### src/rtl/dac_spi_pkg.sv
// Shared DAC SPI definitions: command codes, frame field positions, FSM states.
// Imported by the responder and by the DAC master.
package dac_spi_pkg;

  localparam logic [3:0] CMD_WRITE            = 4'h0;
  localparam logic [3:0] CMD_UPDATE           = 4'h1;
  localparam logic [3:0] CMD_WRITE_UPDATE_ALL = 4'h2;
  localparam logic [3:0] CMD_WRITE_UPDATE     = 4'h3;
  localparam logic [3:0] CMD_NOP              = 4'hF;

  localparam logic [3:0] ADDR_ALL = 4'hF;

  localparam int CMD_HI  = 23;
  localparam int CMD_LO  = 20;
  localparam int ADDR_HI = 19;
  localparam int ADDR_LO = 16;
  localparam int DATA_HI = 15;
  localparam int DATA_LO = 4;

  typedef enum logic [1:0] {
    ST_IDLE,
    ST_SHIFT,
    ST_DONE
  } state_t;

endpackage

### src/rtl/spi_edge_sync.sv
// Multi-flop synchronizer with rise/fall detect on the synchronized level.
// Ports: clk, rst_n, din (async in), sync (level), rise/fall (1-cycle pulses).
module spi_edge_sync #(
  parameter int STAGES = 2
) (
  input  logic clk,
  input  logic rst_n,
  input  logic din,
  output logic sync,
  output logic rise,
  output logic fall
);

  logic [STAGES-1:0] chain;
  logic              prev;

  // Chain resets low: a CS held low across reset never yields a fall,
  // and a high CS after reset gives only a rise, which IDLE ignores.
  always_ff @(posedge clk or negedge rst_n) begin
    if (!rst_n) begin
      chain <= '0;
      prev  <= 1'b0;
    end else begin
      chain <= {chain[STAGES-2:0], din};
      prev  <= chain[STAGES-1];
    end
  end

  assign sync = chain[STAGES-1];
  assign rise = sync & ~prev;
  assign fall = ~sync & prev;

endmodule

### src/rtl/dac_spi_responder.sv
// LTC2624-class quad DAC SPI responder: decodes 32-bit frames, keeps input/DAC regs.
// Ports: CLK50MHZ, RST (async low), SPI_SCK, DAC_CS, SPI_MOSI, DAC_CLR, DAC_OUT (MISO),
// dac_value, frame_valid, frame_error, last_command/address/data.
// Macro DAC_SPI_RESPONDER_ECHO_EN: echo previous valid frame on DAC_OUT.
import dac_spi_pkg::*;

module dac_spi_responder #(
  parameter int WIDTH       = 32,
  parameter int CHANNELS    = 4,
  parameter int DATA_BITS   = 12,
  parameter int SYNC_STAGES = 2
) (
  input  logic                          CLK50MHZ,
  input  logic                          RST,
  input  logic                          SPI_SCK,
  input  logic                          DAC_CS,
  input  logic                          SPI_MOSI,
  input  logic                          DAC_CLR,
  output logic                          DAC_OUT,
  output logic [CHANNELS*DATA_BITS-1:0] dac_value,
  output logic                          frame_valid,
  output logic                          frame_error,
  output logic [3:0]                    last_command,
  output logic [3:0]                    last_address,
  output logic [DATA_BITS-1:0]          last_data
);

  localparam int CW = $clog2(WIDTH + 2);

  logic sck_sync, sck_rise, sck_fall;
  logic cs_sync, cs_rise, cs_fall;
  logic mosi_sync, mosi_rise, mosi_fall;
  logic clr_sync, clr_rise, clr_fall;

  spi_edge_sync #(.STAGES(SYNC_STAGES)) u_sck (
    .clk(CLK50MHZ), .rst_n(RST), .din(SPI_SCK),
    .sync(sck_sync), .rise(sck_rise), .fall(sck_fall));

  spi_edge_sync #(.STAGES(SYNC_STAGES)) u_cs (
    .clk(CLK50MHZ), .rst_n(RST), .din(DAC_CS),
    .sync(cs_sync), .rise(cs_rise), .fall(cs_fall));

  spi_edge_sync #(.STAGES(SYNC_STAGES)) u_mosi (
    .clk(CLK50MHZ), .rst_n(RST), .din(SPI_MOSI),
    .sync(mosi_sync), .rise(mosi_rise), .fall(mosi_fall));

  spi_edge_sync #(.STAGES(SYNC_STAGES)) u_clr (
    .clk(CLK50MHZ), .rst_n(RST), .din(DAC_CLR),
    .sync(clr_sync), .rise(clr_rise), .fall(clr_fall));

  state_t                               state;
  logic [WIDTH-1:0]                     shift;
  logic [CW-1:0]                        cnt;
  logic [CHANNELS-1:0][DATA_BITS-1:0]   in_reg, in_nxt;
  logic [CHANNELS-1:0][DATA_BITS-1:0]   dac_reg, dac_nxt;

  logic [3:0]           f_cmd, f_addr;
  logic [DATA_BITS-1:0] f_data;
  logic                 accept, addr_ok;

  assign f_cmd   = shift[CMD_HI:CMD_LO];
  assign f_addr  = shift[ADDR_HI:ADDR_LO];
  assign f_data  = DATA_BITS'(shift[DATA_HI:DATA_LO]);
  assign accept  = (state == ST_DONE) && (cnt == CW'(WIDTH));
  assign addr_ok = (f_addr == ADDR_ALL) || (int'(f_addr) < CHANNELS);

  always_comb begin
    in_nxt  = in_reg;
    dac_nxt = dac_reg;
    if (accept && addr_ok) begin
      for (int i = 0; i < CHANNELS; i++) begin
        if (f_addr == ADDR_ALL || int'(f_addr) == i) begin
          case (f_cmd)
            CMD_WRITE,
            CMD_WRITE_UPDATE_ALL: in_nxt[i] = f_data;
            CMD_UPDATE:           dac_nxt[i] = in_reg[i];
            CMD_WRITE_UPDATE: begin
              in_nxt[i]  = f_data;
              dac_nxt[i] = f_data;
            end
            default: ;
          endcase
        end
      end
      // Broadcast update sees the value written by this same frame.
      if (f_cmd == CMD_WRITE_UPDATE_ALL) dac_nxt = in_nxt;
    end
  end

`ifdef DAC_SPI_RESPONDER_ECHO_EN
  logic [WIDTH-1:0] echo, last_frame;
  logic             dout;
`endif

  always_ff @(posedge CLK50MHZ or negedge RST) begin
    if (!RST) begin
      state        <= ST_IDLE;
      shift        <= '0;
      cnt          <= '0;
      in_reg       <= '0;
      dac_reg      <= '0;
      frame_valid  <= 1'b0;
      frame_error  <= 1'b0;
      last_command <= '0;
      last_address <= '0;
      last_data    <= '0;
`ifdef DAC_SPI_RESPONDER_ECHO_EN
      echo         <= '0;
      last_frame   <= '0;
      dout         <= 1'b0;
`endif
    end else begin
      frame_valid <= 1'b0;
      frame_error <= 1'b0;
      in_reg      <= clr_sync ? in_nxt  : '0;
      dac_reg     <= clr_sync ? dac_nxt : '0;
      unique case (state)
        ST_IDLE: begin
          if (cs_fall) begin
            state <= ST_SHIFT;
            cnt   <= '0;
`ifdef DAC_SPI_RESPONDER_ECHO_EN
            // MSB goes out now; echo holds the rest for SCK falls.
            dout  <= last_frame[WIDTH-1];
            echo  <= {last_frame[WIDTH-2:0], 1'b0};
`endif
          end
        end
        ST_SHIFT: begin
          if (cs_rise) begin
            state <= ST_DONE;
`ifdef DAC_SPI_RESPONDER_ECHO_EN
            dout  <= 1'b0;
`endif
          end else begin
            if (sck_rise) begin
              shift <= {shift[WIDTH-2:0], mosi_sync};
              if (cnt != CW'(WIDTH + 1)) cnt <= cnt + 1'b1;
            end
`ifdef DAC_SPI_RESPONDER_ECHO_EN
            if (sck_fall) begin
              dout <= echo[WIDTH-1];
              echo <= {echo[WIDTH-2:0], 1'b0};
            end
`endif
          end
        end
        ST_DONE: begin
          state <= ST_IDLE;
          if (cnt == CW'(WIDTH)) begin
            frame_valid  <= 1'b1;
            last_command <= f_cmd;
            last_address <= f_addr;
            last_data    <= f_data;
`ifdef DAC_SPI_RESPONDER_ECHO_EN
            last_frame   <= shift;
`endif
          end else begin
            frame_error <= 1'b1;
          end
        end
        default: state <= ST_IDLE;
      endcase
    end
  end

`ifdef DAC_SPI_RESPONDER_ECHO_EN
  assign DAC_OUT = dout;
`else
  assign DAC_OUT = 1'b0;
`endif

  assign dac_value = dac_reg;

  logic unused_ok;
  assign unused_ok = ^{sck_sync, cs_sync, mosi_rise, mosi_fall,
                       clr_rise, clr_fall, shift};

endmodule
### config.mk
export PLATFORM = sky130hd
export DESIGN_NAME = dac_spi_responder
export DESIGN_NICKNAME = d
export VERILOG_FILES = /design/src/rtl/dac_spi_pkg.sv /design/src/rtl/spi_edge_sync.sv /design/src/rtl/dac_spi_responder.sv
export SDC_FILE = /design/constraint.sdc
export NUM_CORES = 1
export LEC_CHECK = 0
export ABC_CLOCK_PERIOD_IN_PS = 4200
export BUFFER_PORTS_ARGS = -buffer_cell sky130_fd_sc_hd__buf_2
export CORE_MARGIN = 3
export CORE_UTILIZATION = 43
export CTS_CLUSTER_DIAMETER = 120
export DETAILED_ROUTE_END_ITERATION = 12
export PLACE_DENSITY_LB_ADDON = 0.12
export SYNTH_ARGS = -nofsm -noshare
export SYNTH_HDL_FRONTEND = slang
export SYNTH_SLANG_ARGS = --single-unit
### constraint.sdc
create_clock -name CLK50MHZ -period 4.2 [get_ports CLK50MHZ]
set_clock_uncertainty 0.2 [all_clocks]
set_input_delay 0.21 -clock CLK50MHZ [delete_from_list [all_inputs] [get_ports CLK50MHZ]]
set_output_delay 0.21 -clock CLK50MHZ [all_outputs]
set_load 0.02 [all_outputs]
# Word level (Yosys, flattened, before mapping)
# Index checks and enable logic that the tools add are counted.
# op_classes
n_addsub	1
n_lt_le_gt_ge	1
eq_ne	22
n_mux	33
bitwise	7
n_reduce_logical	20
# ops
op	n
two-way mux 48 bit	5
two-way mux 12 bit	12
case mux 12 bit (2 select lines)	4
two-way mux 6 bit	4
AND reduction 3 bit	5
equality test 4 x 2 -> 1 bit (second input constant)	3
!= test 2 bit (second input constant)	6
!= test 3 bit (second input constant)	4
case mux 6 bit (2 select lines)	1
equality test 4 x 3 -> 1 bit (second input constant)	2
logical NOT 4 bit	2
adder 6 x 1 -> 6 bit (second input constant)	1
equality test 6 bit (second input constant)	1
!= test 6 bit (second input constant)	1
logical OR 1 bit	5
AND reduction 5 bit	1
equality test 4 x 1 -> 1 bit (second input constant)	1
equality test 4 bit (second input constant)	1
less-than comparator 4 x 3 -> 1 bit (second input constant)	1
two-way mux 1 bit	4
two-way mux 2 bit	2
!= test 4 bit (second input constant)	1
NOT 1 bit	4
case mux 2 bit (2 select lines)	1
8 further kinds	12
# word_totals
reg_bits	160
input_bits	6
out_inout_bits	71
wordCells	106

# Depth between registers and ports, before layout
# Gate-level depths: netlist of the first run.
# logic_depth
word_depth	7
ltp_mapped	7

# Cells and area by module
# Synthesis of the first run repeated with hierarchy kept, for this count alone.
# hier_totals
cells_unflattened	665
area_unflattened_um2	7236.9
# modules_own_cells
mod	n_inst	cells_each	area_per_inst_um2	seq_area_each_um2
dac_spi_responder	1	645	6876.6	3753.6
spi_edge_sync	4	5	90.1	75.1

# Least setup slack after synthesis of the first run
# Ideal clock, no wire load.
# synth_timing
kind	register to register
startpoint	register cnt[2]
endpoint	register dac_reg (netlist bit dac_value[37])
arrival_ps	2008
slack_ps	1872
path_stages_with_launch	6
n_path_buf	1
path_cell_list	dfrtp_1 or4b_4 nor4_4 a31oi_1 buf_2 a22o_1
# synth_via
elab_chain_cells	5
# synth_lines
item	line	text
start, declared	dac_spi_responder.sv:53	logic [CW-1:0] cnt;
start signal, assigned	dac_spi_responder.sv:138	if (cnt != CW'(WIDTH + 1)) cnt <= cnt + 1'b1;
equality test 6 bit	dac_spi_responder.sv:64	assign accept = (state == ST_DONE) && (cnt == CW'(WIDTH));
logical AND 1 bit	dac_spi_responder.sv:64	
logical AND 1 bit	dac_spi_responder.sv:70	if (accept && addr_ok) begin
!= test 2 bit (no source line)	-	
AND reduction 3 bit (no source line)	-	
end signal, assigned	dac_spi_responder.sv:116	dac_reg <= clr_sync ? dac_nxt : '0;
end, declared	dac_spi_responder.sv:55	logic [CHANNELS-1:0][DATA_BITS-1:0] dac_reg, dac_nxt;
# Every way passes these cells.
# A chain may end at the register's enable or synchronous reset.

# Final worst setup path of the first run
# layout_timing
startpoint	register shift[19]
endpoint	register dac_reg (netlist bit dac_value[29])
# layout_via
elab_chain_cells	6
# layout_lines
item	line	text
start, declared	dac_spi_responder.sv:52	logic [WIDTH-1:0] shift;
start signal, assigned	dac_spi_responder.sv:137	shift <= {shift[WIDTH-2:0], mosi_sync};
parallel branches: the longest is 6 deep, another holds less-than comparator 4 x 3 -> 1 bit	-	
# Several ways; the timed one is not identified. The select of a mux whose other input is x is not followed.

==> qor.csv, run 1 <==
stage,metric,value,unit
status,run_status,completed,
synthesis,synth_top_area_cell,dfrtp_1,
clock_network,cts_tree,built,
route,viasPerCell,5.57,
clock_network,cts_buffers,17,
power,ir_worst_vdd,318,uV
synthesis,yosys-top-cells-area,"dfrtp_1 57%, mux2i_1 12%, mux2_2 6.9%",
sta,fmax,351,MHz
power,p_comb_share,4.4,%
route,post-route-drc-count,0,
setup_path,endpoint_kind,flip-flop,
route,drtIter0Drc,350,
global_routing,grt_pass1_vias,4884,
finish,multi_input_area,0.00282,mm^2
global_routing,grt_use_total,19.3,%
clock_network,clkTransAtPathRegs,60,ps
synthesis,synthCells,571,
power,p_leak,4.35,nW
placement,dp.cells,829,
global_routing,grt_pass1_wl,26800,um
synthesis,synth_seq_cells,160,
power,switching_share,23.7,%
setup_path,crit_required,4330,ps
sta,slew_headroom,12.6,%
finish,antennaDiodeCount,0,
clock_network,postCtsSetupRepairBufs,0,
floorplanning,io-pin-count,77,
setup_path,reg2reg_depth,4,
setup_path,crit_type,reg -> reg,
synthesis,synth_compound_area_share,11.1,%
global_routing,overflow,0,
synthesis,synth_xor_area_share,0.125,%
placement,io_buffers,75,
synthesis,synth_nets,580,
synthesis,yosys.area_share.simple,9.37,%
power,clockPowerShare,45.2,%
floorplanning,initial_utilization,44.1,%
synthesis,yosysMostFrequentCell,dfrtp_1,
sta,finalSetupTns,0,ps
route,dr.pass1.iters,5,
placement,globalplace.congestion,0.799,
global_routing,grt_antenna_before_repair,0,
sta,fin_crit_sh,67.9,%
synthesis,synthArstFlopShare,100,%
route,via_count,4821,
setup_path,crit_path_start_kind,flip-flop,
setup_path,crit_path_end,dac_value[29]$_DFFE_PN0P_,
sta,setup_viol_count_final,0,
finish,final_cell_count_no_fill,866,
sta,slew_violations,0,
job,maxCapViolCount,0,
floorplanning,core,0.0159,mm^2
route,drtAntennaViolNets,0,
synthesis,ys_seq_area_share,57.0,%
min_path,hold_class,reg -> reg,
route,wirelength,16600,um
setup_path,critical_path.startpoint,shift[19]$_DFFE_PN0P_,
clock_network,clk_latency,420,ps
setup_path,crit_fanout,12,
setup_path,crit_arrival,2990,ps
finish,seq_area,0.00400,mm^2
setup_path,r2r_start,shift[19]$_DFFE_PN0P_,
synthesis,syn_area_per_cell,12.3,um^2
floorplanning,die-area,0.0179,mm^2
clock_network,cts-root-buf,clkbuf_16,
power,p_per_area,398,mW/mm^2
synthesis,synth_top_family_by_area,multiplexers,
setup_path,r2r_end,dac_value[29]$_DFFE_PN0P_,
synthesis,netlist_area,0.00702,mm^2
finish,drive_above_1_share,26.5,%
synthesis,muxShareOfSynthArea,18.9,%
synthesis,yosysUniqueCellTypes,43,
finish,syn_to_final_growth,16.3,%
placement,hpwl,10800,um
clock_network,cts_max_path_buffers,2,
clock_network,clock-sinks,160,
synthesis,synth_top_area_share,57.0,%
power,switching_power,0.770,mW
power,pwr-share-seq,50.4,%
sta,period_minus_slack,2850,ps
synthesis,yosys.area_share.adder,0.534,%
setup_path,r2r_setup_slack,1350,ps
floorplanning,die_y,134,um
route,wire_per_inst,19.2,um
finish,fillCellCount,1415,
sta,tightest_slew,1310,ps
floorplanning,rows,46,
synthesis,synth_edf_count,0,
finish,nets,646,
floorplanning,die_w,134,um
sta,rsz0062_at_grt,no,
power,intPower,2.48,mW
synthesis,ys_top_cells_by_count,"160 x dfrtp_1, 95 x nand2_1, 84 x mux2i_1",
global_routing,grt_max_degree,107,
synthesis,synthFlopType,dfrtp_1,
synthesis,yosysWarnings,0,
clock_network,h-tree-depth,4,
sta,final_hold_viol_count,0,
sta,hold_slack,147,ps
## critical path, cell delays in order, from the launching register on
cell,delay [ps]
dfrtp_1,480
nand4_1,430
a21oi_1,640
nand4_1,660
o2bb2ai_1,340
## kinds of logic (layout without fill, tap and decap cells)
family                   Yosys count  count (layout)
flip-flops                       160             160
other                              1               1
XOR/XNOR                           1               1
multiplexers                     127             127
AND/OR/NAND/NOR                  134             134
adder cells (fa/ha/maj)            3               3
buffers and inverters             48             127
AO/OA/AOI/OAI                     97              97
## cell usage in the layout (no fill, tap or decap), types with 2 or more instances in the layout
cell           instances
ha_1                   3
o21ai_0                2
nand3_2                4
nor3_1                 2
a22o_1                12
nand3_1                4
inv_1                  8
mux2_2                43
clkinv_2               5
a31oi_1                5
a21oi_1                3
clkinv_4               3
o211ai_1              29
or4_1                  4
dlygate4sd3_1          5
nor2_1                 2
clkbuf_16             17
buf_2                 74
clkinvlp_4             3
nor3b_1                2
clkbuf_8               2
o2bb2ai_1             36
a31o_2                 3
dfrtp_1              160
nand4_1                7
or4b_2                 4
buf_4                  6
mux2i_1               84
o211a_1                2
nand2_1               95
## per-stage QoR
step	util (%)	cell area (um^2)	setup WS [ps]	power (mW)
CTS	51.2	8170	1400	3.29
global placement	47.4	7550	1510	1.80
detailed placement	47.4	7550	1400	1.81
finish	51.2	8170	1350	3.25
floorplan	-	7020	1870	1.73
global route	51.2	8170	1100	3.38
## repair_timing
item                       CTS  global route
hold endpoints to repair   108             0
resized for setup            0             0
setup endpoints to repair    0             0
hold buffers                 5             0
## metal layers
metal / vias up / part of all wire (%) / global-route usage (%)
li1: 2223 / - / -
met3: 23 / 5.7 / 4.50
met5: - / 0 / 0
met4: 0 / 2.1 / 7.66
met2: 131 / 46 / 29.1
met1: 2444 / 46 / 27.2
## power groups by stage
stage	Combinational, mW	Sequential (mW)	Clock (mW)
6_report	0.144	1.64	1.47
5_1_grt	0.164	1.64	1.58
4_1_cts	0.148	1.63	1.51
3_5_place_dp	0.144	1.66	0
3_3_place_gp	0.140	1.66	0
2_1_floorplan	0.0870	1.64	0
## layout make-up
| type | instances | share of cell area (%) |
|---|---|---|
| clock buffers | 19 | 5.55 |
| clock inverters | 13 | 1.38 |
| inverters | 9 | 0.414 |
| multi-input cells | 363 | 34.5 |
| flip-flops and latches | 160 | 49.0 |
| well taps | 216 | 3.31 |
| repair buffers | 86 | 5.84 |
## worst min-delay path by stage
stage                     cells after the start  slack (ps)                  endpoint                startpoint
after floorplan                               0        -290        cnt[0]$_DFFE_PN0P_                       RST
after global placement                        1         120  u_sck.chain[0]$_DFF_PN0_                   SPI_SCK
after detailed placement                      1         120  u_clr.chain[0]$_DFF_PN0_                   DAC_CLR
after CTS                                     0         150  u_sck.chain[1]$_DFF_PN0_  u_sck.chain[0]$_DFF_PN0_
after global routing                          0         150  u_clr.chain[1]$_DFF_PN0_  u_clr.chain[0]$_DFF_PN0_
final                                         0         150  u_sck.chain[1]$_DFF_PN0_  u_sck.chain[0]$_DFF_PN0_
No activity file was read; power rests on OpenSTA's default activity.
==> run 2, diff against run 1 <==
--- a/config.mk
+++ b/config.mk
@@ -5,7 +5,7 @@
 export SDC_FILE = /design/constraint.sdc
 export NUM_CORES = 1
 export LEC_CHECK = 0
-export ABC_CLOCK_PERIOD_IN_PS = 4200
+export ABC_CLOCK_PERIOD_IN_PS = 2400
 export BUFFER_PORTS_ARGS = -buffer_cell sky130_fd_sc_hd__buf_2
 export CORE_MARGIN = 3
 export CORE_UTILIZATION = 43
==> constraint.sdc (replaced) <==
create_clock -name CLK50MHZ -period 2.4 [get_ports CLK50MHZ]
set_clock_uncertainty 0.2 [all_clocks]
set_input_delay 0.12 -clock CLK50MHZ [delete_from_list [all_inputs] [get_ports CLK50MHZ]]
set_output_delay 0.12 -clock CLK50MHZ [all_outputs]
set_load 0.02 [all_outputs]
==> qor.csv, run 2 (same netlist as run 1, synthesis figures left out) <==
stage,metric,value,unit
finish,final_cell_mix,"160 x dfrtp_1, 95 x nand2_1, 84 x mux2i_1, 74 x buf_2, 43 x mux2_2",
floorplanning,io-pin-count,77,
route,wirelength,17000,um
global_routing,top_usage_layer,met2,
setup_path,crit_path_start_kind,flip-flop,
power,p_leak,4.54,nW
placement,hpwl,11500,um
setup_path,crit_fanout,12,
sta,fmax,433,MHz
clock_network,cts_buffers,17,
route,dr.pass1.iters,4,
finish,mostFrequentLayoutCell,dfrtp_1,
global_routing,use_met1,27.4,%
setup_path,r2r_end,dac_value[39]$_DFFE_PN0P_,
finish,multi_input_area,0.00283,mm^2
sta,period_minus_slack,2310,ps
finish,nets,676,
job,maxCapViolCount,0,
floorplanning,core,0.0159,mm^2
floorplanning,die-area,0.0179,mm^2
sta,slew_headroom,59.1,%
finish,design_area,0.00849,mm^2
min_path,hold_class,in -> async,
status,violations,hold timing,
route,wire_per_inst,19.0,um
sta,slew_violations,0,
sta,rsz0062_at_grt,no,
route,drtAntennaViolNets,0,
sta,fin_crit_sh,96.2,%
setup_path,r2r_start,cnt[3]$_DFFE_PN0P_,
route,drtIter0Drc,273,
finish,antennaDiodeCount,0,
global_routing,grt_pass1_wl,27400,um
setup_path,reg2reg_depth,6,
sta,final_hold_viol_count,1,
finish,fillCellCount,1371,
placement,dp.cells,858,
setup_path,crit_path_end,dac_value[39]$_DFFE_PN0P_,
floorplanning,die_w,134,um
route,via_count,4859,
sta,hold_slack,-7.11,ps
global_routing,grt_max_degree,61,
global_routing,overflow,0,
finish,seq_area,0.00400,mm^2
finish,drive_above_1_share,29.4,%
sta,tightest_slew,605,ps
clock_network,cts-root-buf,clkbuf_16,
clock_network,clkTransAtPathRegs,60,ps
power,ir_worst_vdd,523,uV
global_routing,use_met2,31.2,%
status,run_status,finished with violations,
setup_path,crit_type,reg -> reg,
floorplanning,initial_utilization,44.1,%
clock_network,cts_tree,built,
setup_path,critical_path.startpoint,cnt[3]$_DFFE_PN0P_,
global_routing,grt_antenna_before_repair,0,
route,viasPerCell,5.42,
setup_path,crit_arrival,2420,ps
placement,globalplace.congestion,0.820,
clock_network,clk_latency,420,ps
placement,placed_area,0.00778,mm^2
global_routing,grt_pass1_vias,5044,
global_routing,grt.met3_usage,4.01,%
setup_path,endpoint_kind,flip-flop,
finish,syn_to_final_growth,21.0,%
floorplanning,rows,46,
setup_path,crit_required,2510,ps
power,p_per_area,713,mW/mm^2
finish,final_cell_count_no_fill,896,
sta,finalSetupTns,0,ps
placement,io_buffers,75,
setup_path,r2r_setup_slack,90,ps
floorplanning,die_y,134,um
clock_network,h-tree-depth,4,
clock_network,cts_max_path_buffers,2,
route,post-route-drc-count,0,
sta,setup_viol_count_final,0,
clock_network,clock-sinks,160,
global_routing,grt_use_total,19.7,%
==> run 2: cell count changes in the layout (fill, tap and decap cells not counted), sizes merged <==
cell      change
clkinvlp      -2
clkbuf        +5
buf          +30
bufinv        +3
clkinv        -6
==> run 2: per-stage QoR <==
| step | setup WS (ps) | util [%] | power [mW] |
|---|---|---|---|
| after floorplan | 71.5 | - | 3.02 |
| after global placement | 121 | 48.8 | 3.17 |
| after detailed placement | 83.9 | 48.8 | 3.18 |
| after CTS | 28.8 | 53.1 | 6.11 |
| after global routing | 14.0 | 53.3 | 6.28 |
| final | 90.6 | 53.3 | 6.06 |
==> run 2: how the worst min path moves through the flow <==
stage	slack [ps]	start	endpoint
2_1_floorplan	-380	RST	cnt[0]$_DFFE_PN0P_
5_1_grt	40	RST	last_data[1]$_DFFE_PN0P_
4_1_cts	20	RST	last_data[1]$_DFFE_PN0P_
6_report	-7	RST	last_data[1]$_DFFE_PN0P_
3_3_place_gp	-110	RST	last_data[1]$_DFFE_PN0P_
3_5_place_dp	-100	RST	last_data[1]$_DFFE_PN0P_
==> run 2: per-layer routing <==
metal,vias to the layer above,part of all wire [%]
li1,2287,-
met1,2438,47
met2,112,47
met3,22,4.3
met5,-,0
met4,0,1.6
==> run 2: area by class of cell <==
| class | count | share of cell area (%) |
|---|---|---|
| clock buffer | 24 | 5.79 |
| clock inverter | 8 | 1.77 |
| inverter | 9 | 0.398 |
| multi-input combinational | 363 | 33.3 |
| sequential | 160 | 47.1 |
| tap | 216 | 3.18 |
| timing repair buffer | 116 | 8.45 |
==> run 2: timing repair <==
action	4_1_cts	5_1_grt
setup buffers	0	1
hold buffers	5	0
resized for setup	0	3
endpoints found under the hold margin	164	0
setup endpoints to repair	0	63
==> run 2: power breakdown <==
group | total [mW] | switching, mW | internal (mW)
Combinational | 0.271 | 0.168 | 0.104
Sequential | 2.86 | 0.0943 | 2.77
Clock | 2.92 | 1.06 | 1.86
Total | 6.06 | 1.33 | 4.73
==> run 2: critical path, stage by stage, from the launching register on <==
cell,delay (ps)
dfrtp_1,430
or4b_4,600
nor4_4,240
buf_6,170
a31oi_1,100
buf_4,200
a22o_1,230
